===== src/rtl/feed_msg_assembler.sv =====
// Assembles a start-of-message-marked byte stream into fixed MSG_BYTES messages, queued for the order-book cluster.
// Latency: a message is on ff_buffer / buffer_not_empty one cycle after its last byte is accepted (FIFO empty).
// Backpressure: in_ready drops only on the final byte of a message while the FIFO is full. Optional FEED_DROP_CNT_EN adds drop_count.

module feed_msg_fifo #(
    parameter int WIDTH = 320,
    parameter int DEPTH = 4
) (
    input  logic                     clk,
    input  logic                     resetn,
    input  logic                     push,
    input  logic [WIDTH-1:0]         push_dat,
    input  logic                     pop,
    output logic [WIDTH-1:0]         head_dat,
    output logic [$clog2(DEPTH):0]   level
);
    localparam int PTR_W = $clog2(DEPTH);

    logic [WIDTH-1:0] mem [DEPTH];
    logic [PTR_W-1:0] wr_ptr;
    logic [PTR_W-1:0] rd_ptr;
    logic [PTR_W-1:0] head_idx;

    always_ff @(posedge clk or negedge resetn) begin
        if (!resetn) begin
            for (int i = 0; i < DEPTH; i++) begin
                mem[i] <= '0;
            end
            wr_ptr <= '0;
            rd_ptr <= '0;
            level  <= '0;
        end else begin
            if (push) begin
                mem[wr_ptr] <= push_dat;
                wr_ptr      <= wr_ptr + 1'b1;
            end
            if (pop) begin
                rd_ptr <= rd_ptr + 1'b1;
            end
            case ({push, pop})
                2'b10:   level <= level + 1'b1;
                2'b01:   level <= level - 1'b1;
                default: level <= level;
            endcase
        end
    end

    // When empty, point one slot back so the last popped message stays on the output.
    assign head_idx = (level == '0) ? (rd_ptr - 1'b1) : rd_ptr;
    assign head_dat = mem[head_idx];

endmodule

module feed_msg_assembler #(
    parameter int DEPTH     = 4,
    parameter int MSG_BYTES = 40
) (
    input  logic                     clk,
    input  logic                     resetn,
    input  logic                     in_valid,
    input  logic [7:0]               in_data,
    input  logic                     in_sop,
    output logic                     in_ready,
    output logic [MSG_BYTES*8-1:0]   ff_buffer,
    output logic                     buffer_not_empty,
    input  logic                     system_free,
    output logic [$clog2(DEPTH):0]   fifo_level
`ifdef FEED_DROP_CNT_EN
    ,
    output logic [15:0]              drop_count
`endif
);
    localparam int W     = MSG_BYTES * 8;
    localparam int CNT_W = $clog2(MSG_BYTES);
    localparam int LVL_W = $clog2(DEPTH) + 1;
    localparam logic [CNT_W-1:0] LAST_IDX = CNT_W'(MSG_BYTES - 1);

    typedef enum logic {
        IDLE,
        ASSEMBLE
    } state_t;

    state_t           state;
    logic [CNT_W-1:0] byte_cnt;
    logic [W-1:0]     asm_q;
    logic [W-1:0]     push_dat;
    logic             last_slot;
    logic             fifo_full;
    logic             accept;
    logic             push;
    logic             pop;

    assign last_slot = (state == ASSEMBLE) && (byte_cnt == LAST_IDX);
    assign fifo_full = (fifo_level == LVL_W'(DEPTH));

    // Deliberately blind to system_free: no combinational path from consumer to producer.
    assign in_ready = !(last_slot && fifo_full);
    assign accept   = in_valid && in_ready;
    assign push     = accept && last_slot && !in_sop;
    assign pop      = buffer_not_empty && system_free;
    assign push_dat = {asm_q[W-1:8], in_data};

    assign buffer_not_empty = (fifo_level != '0);

    always_ff @(posedge clk or negedge resetn) begin
        if (!resetn) begin
            state    <= IDLE;
            byte_cnt <= '0;
            asm_q    <= '0;
        end else if (accept) begin
            if (in_sop) begin
                // Starts a message from IDLE, or aborts a partial one and restarts.
                asm_q[W-1 -: 8] <= in_data;
                byte_cnt        <= CNT_W'(1);
                state           <= ASSEMBLE;
            end else if (state == ASSEMBLE) begin
                if (last_slot) begin
                    byte_cnt <= '0;
                    state    <= IDLE;
                end else begin
                    for (int i = 1; i < MSG_BYTES - 1; i++) begin
                        if (byte_cnt == CNT_W'(i)) begin
                            asm_q[(MSG_BYTES-1-i)*8 +: 8] <= in_data;
                        end
                    end
                    byte_cnt <= byte_cnt + 1'b1;
                end
            end
        end
    end

    feed_msg_fifo #(
        .WIDTH (W),
        .DEPTH (DEPTH)
    ) u_fifo (
        .clk      (clk),
        .resetn   (resetn),
        .push     (push),
        .push_dat (push_dat),
        .pop      (pop),
        .head_dat (ff_buffer),
        .level    (fifo_level)
    );

`ifdef FEED_DROP_CNT_EN
    logic drop_ev;

    // Stray byte in IDLE, or an abort (counted once, on the restarting sop byte).
    assign drop_ev = accept && (in_sop ? (state == ASSEMBLE) : (state == IDLE));

    always_ff @(posedge clk or negedge resetn) begin
        if (!resetn) begin
            drop_count <= '0;
        end else if (drop_ev && (drop_count != 16'hFFFF)) begin
            drop_count <= drop_count + 1'b1;
        end
    end
`endif

endmodule


===== config.mk =====
export PLATFORM = sky130hd
export DESIGN_NAME = feed_msg_assembler
export DESIGN_NICKNAME = d
export VERILOG_FILES = /design/src/rtl/feed_msg_assembler.sv
export SDC_FILE = /design/constraint.sdc
export NUM_CORES = 2
export LEC_CHECK = 0
export ABC_AREA = 1
export CAP_MARGIN = 20
export CORE_ASPECT_RATIO = 0.75
export CORE_MARGIN = 3
export CORE_UTILIZATION = 69
export DETAILED_ROUTE_END_ITERATION = 6
export DONT_BUFFER_PORTS = 1
export GPL_TIMING_DRIVEN = 1
export PLACE_DENSITY_LB_ADDON = 0.2
export SYNTH_ARGS = -nofsm -noshare
export SYNTH_HDL_FRONTEND = slang
export SYNTH_HIERARCHICAL = 1
export SYNTH_SLANG_ARGS = --single-unit

===== constraint.sdc =====
create_clock -name clk -period 7.9 [get_ports clk]
set_input_delay 0.79 -clock clk [delete_from_list [all_inputs] [get_ports clk]]
set_output_delay 0.79 -clock clk [all_outputs]
set_load 0.02 [all_outputs]

==> impl_metrics.tcl <==
set metrics [dict create \
    drc_errors 12 \
    p_int_mw 15.3 \
    combPwrFrac_pct 41.5 \
    synth_nets 9803 \
    fin_tns_setup_ns 0 \
    maxSlewViolCount 0 \
    vdd_ir_drop_max_v 0.000565 \
    hold_violations 0 \
    crit_fanout 74 \
    placed_cell_area_um2 75300 \
    ios 338 \
    synth-warning-count 6 \
    fp-row-count 104 \
    fill_cells 7991 \
    arrival_ns 4.68 \
    clk_path_buf_depth 3 \
    relSlewSlack_pct 2.95 \
    clkTransAtPathRegs_ns 0.06 \
    layout_commonest_cell "nand2_1" \
    viasPerCell 5.90 \
    skew_ns 0.0284 \
    worstSetupPathType "reg2out" \
    dr.pass1.iters 7 \
    outcome "complete, but fails checks" \
    syn-instance-count 9780 \
    vias 64300 \
    numClockSinks 1606 \
    violations "design-rule violations" \
    hp-class "in2async" \
    dieArea_um2 113000 \
    io_buffer_count 0 \
    cts-resized-gates 0 \
    cts_tree "done" \
    period_needed_ns 5.47 \
    synth.cell_area_um2 75400 \
    cp-start-kind "flop" \
    async_flop_share_pct 100 \
    switching_share_pct 45.3 \
    rsz0062_at_grt "false" \
    wl_um 215000 \
    fin_nets 9375 \
    setup_viol 0 \
    synth_cell_types 31 \
    setup_ws_ns 2.43 \
    fin_area_um2 80700 \
    period_share_pct 69.2 \
    clockPowerShare_pct 28.2 \
    required_ns 7.11 \
    cap_violations 0 \
    ys_seq_elements 1606 \
    routabilityCongestion 0.807 \
    wire_per_inst_um 19.7 \
    synthFlopType "dfrtp_1" \
    worst_pin_slew_ns 1.46 \
    max_freq_mhz 183 \
    synth_edf_count 0 \
    final_cell_mix "nand2_1, inv_1, dfrtp_1, o21ai_0, nand3_1" \
    p_sw_mw 12.7 \
    r2r-start "byte_cnt[0]$_DFFE_PN0P_" \
    synth.avg_cell_area_um2 7.71 \
    die_w_um 388 \
    cts_root_buf "clkbuf_16" \
    p_per_area_nw_per_um2 346 \
    grt_max_degree 258 \
    initial_core_util_pct 69.9 \
    ys_seq_area_share_pct 53.3 \
    grt-ovfl-total 0 \
    core-area_um2 108000 \
    layout-drive-gt1-share_pct 4.11 \
    clkLatencyLatePin_ns 0.77 \
    grt_pass1_vias 62800 \
    grt_pass1_wl_um 344000 \
    die_h_um 292 \
    stdcell_count 10900 \
    leakage_nw 39.1 \
    crit_path_start "u_fifo/level[1]$_DFFE_PN0P_" \
    area_delta_synth_final_pct 7.00 \
    worstSetupEndpointType "primary output" \
    h-tree-depth 4 \
    grt_usage_pct 38.0 \
    drt_iter0_drc 7414 \
    dp_cells 10600 \
    place_ws_ns 3.00 \
    numCtsBuffers 154 \
    hpwl_um 111000 \
    antenna_found_initial 0 \
    ant_nets 0 \
    p_seq_share_pct 30.2 \
]
[repair_timing]
action | in CTS | in global routing
endpoints found under the setup margin | 0 | 0
hold buffers | 1 | 0
setup buffers | 0 | 0
hold endpoints to repair | 4 | 0
[per-layer routing]
metal | up-vias | wire length [µm] | GRT usage (%) | part of all wire [%]
met5 | - | 0 | 0 | 0
met4 | 0 | 9370 | 18.0 | 4.4
met3 | 586 | 24400 | 8.59 | 11
met2 | 3531 | 98500 | 59.5 | 46
met1 | 30700 | 82300 | 51.0 | 38
li1 | 29500 | - | - | -
[cell type report]
type | count | area, µm² | area share [%]
well taps | 1431 | 1790 | 2.22
multi-input cells | 5907 | 26400 | 32.7
inverters | 1624 | 6100 | 7.55
clock inverters | 58 | 785 | 0.972
clock buffers | 222 | 4630 | 5.74
repair buffers | 59 | 811 | 1.00
flip-flops and latches | 1606 | 40200 | 49.8
diodes | 1 | 2.50 | 0.00310
[critical path: stages (launching register included)]
cell and delay (ns):
dfrtp_1 0.53, nor2_4 0.24, nand2_2 0.22, nand2_8 0.38, buf_4 0.82, buf_4 0.98, nand3_1 0.19, nand3_1 0.15
nand2_1 0.25
[synth_stat cells (all sizes together) (2+ instances only)]
master  instances  share of area [%]
ha              9               0.15
dfrtp        1606                 53
a21oi           4              0.027
xnor2           2              0.023
clkbuf        317                1.6
nor2           53               0.49
o21ai        1604                 11
xor2            2              0.023
buf           326                2.2
nand2        2899                 14
nand4           3              0.045
nand3        1326                8.9
inv          1624                8.1
nor3            2              0.013
[path summary, 6_finish.rpt]
check,to,slack [ns],cells after the start
hold / removal,u_fifo/mem[533]$_DFFE_PN0P_,0.04,1
min in group clk,asm_q[29]$_DFFE_PN0P_,0.16,2
max in group asynchronous,u_fifo/mem[92]$_DFFE_PN0P_,3.52,4
setup reg to reg,u_fifo/mem[22]$_DFFE_PN0P_,3.29,9
hold reg to reg,u_fifo/mem[485]$_DFFE_PN0P_,0.48,2
setup / recovery,ff_buffer[306],2.43,8
[flip-flops by register name, summed over array words and instances, names as in the netlist]
signal / flops
asm_q: 312
u_fifo/mem: 1280
u_fifo/wr_ptr: 2
state: 1
byte_cnt: 6
u_fifo/level: 3
u_fifo/rd_ptr: 2
[metrics by stage]
step	utilization (%)	total power [mW]	hold WS, ns
global route	74.8	29.1	0.126
global placement	69.8	19.8	0.464
CTS	74.8	27.8	0.106
floorplan	-	16.6	0.453
detailed placement	69.8	19.9	0.473
finish	74.8	27.9	0.0401
[power by group through the flow]
stage | registers [mW] | logic, mW | clock network (mW)
2_1_floorplan | 8.56 | 8.09 | 0
3_3_place_gp | 8.58 | 11.2 | 0
3_5_place_dp | 8.59 | 11.3 | 0
4_1_cts | 8.44 | 11.4 | 7.94
5_1_grt | 8.45 | 12.4 | 8.29
6_report | 8.44 | 11.6 | 7.89
[kinds of logic after synthesis]
logic type,synth area share (%)
AO/OA/AOI/OAI,10.7
XOR/XNOR,0.0465
adder cells (fa/ha/maj),0.176
multiplexers,0.0149
flip-flops,53.3
AND/OR/NAND/NOR,23.9
buffers and inverters,11.8
Note: power is estimated with default switching activity, not from simulation.
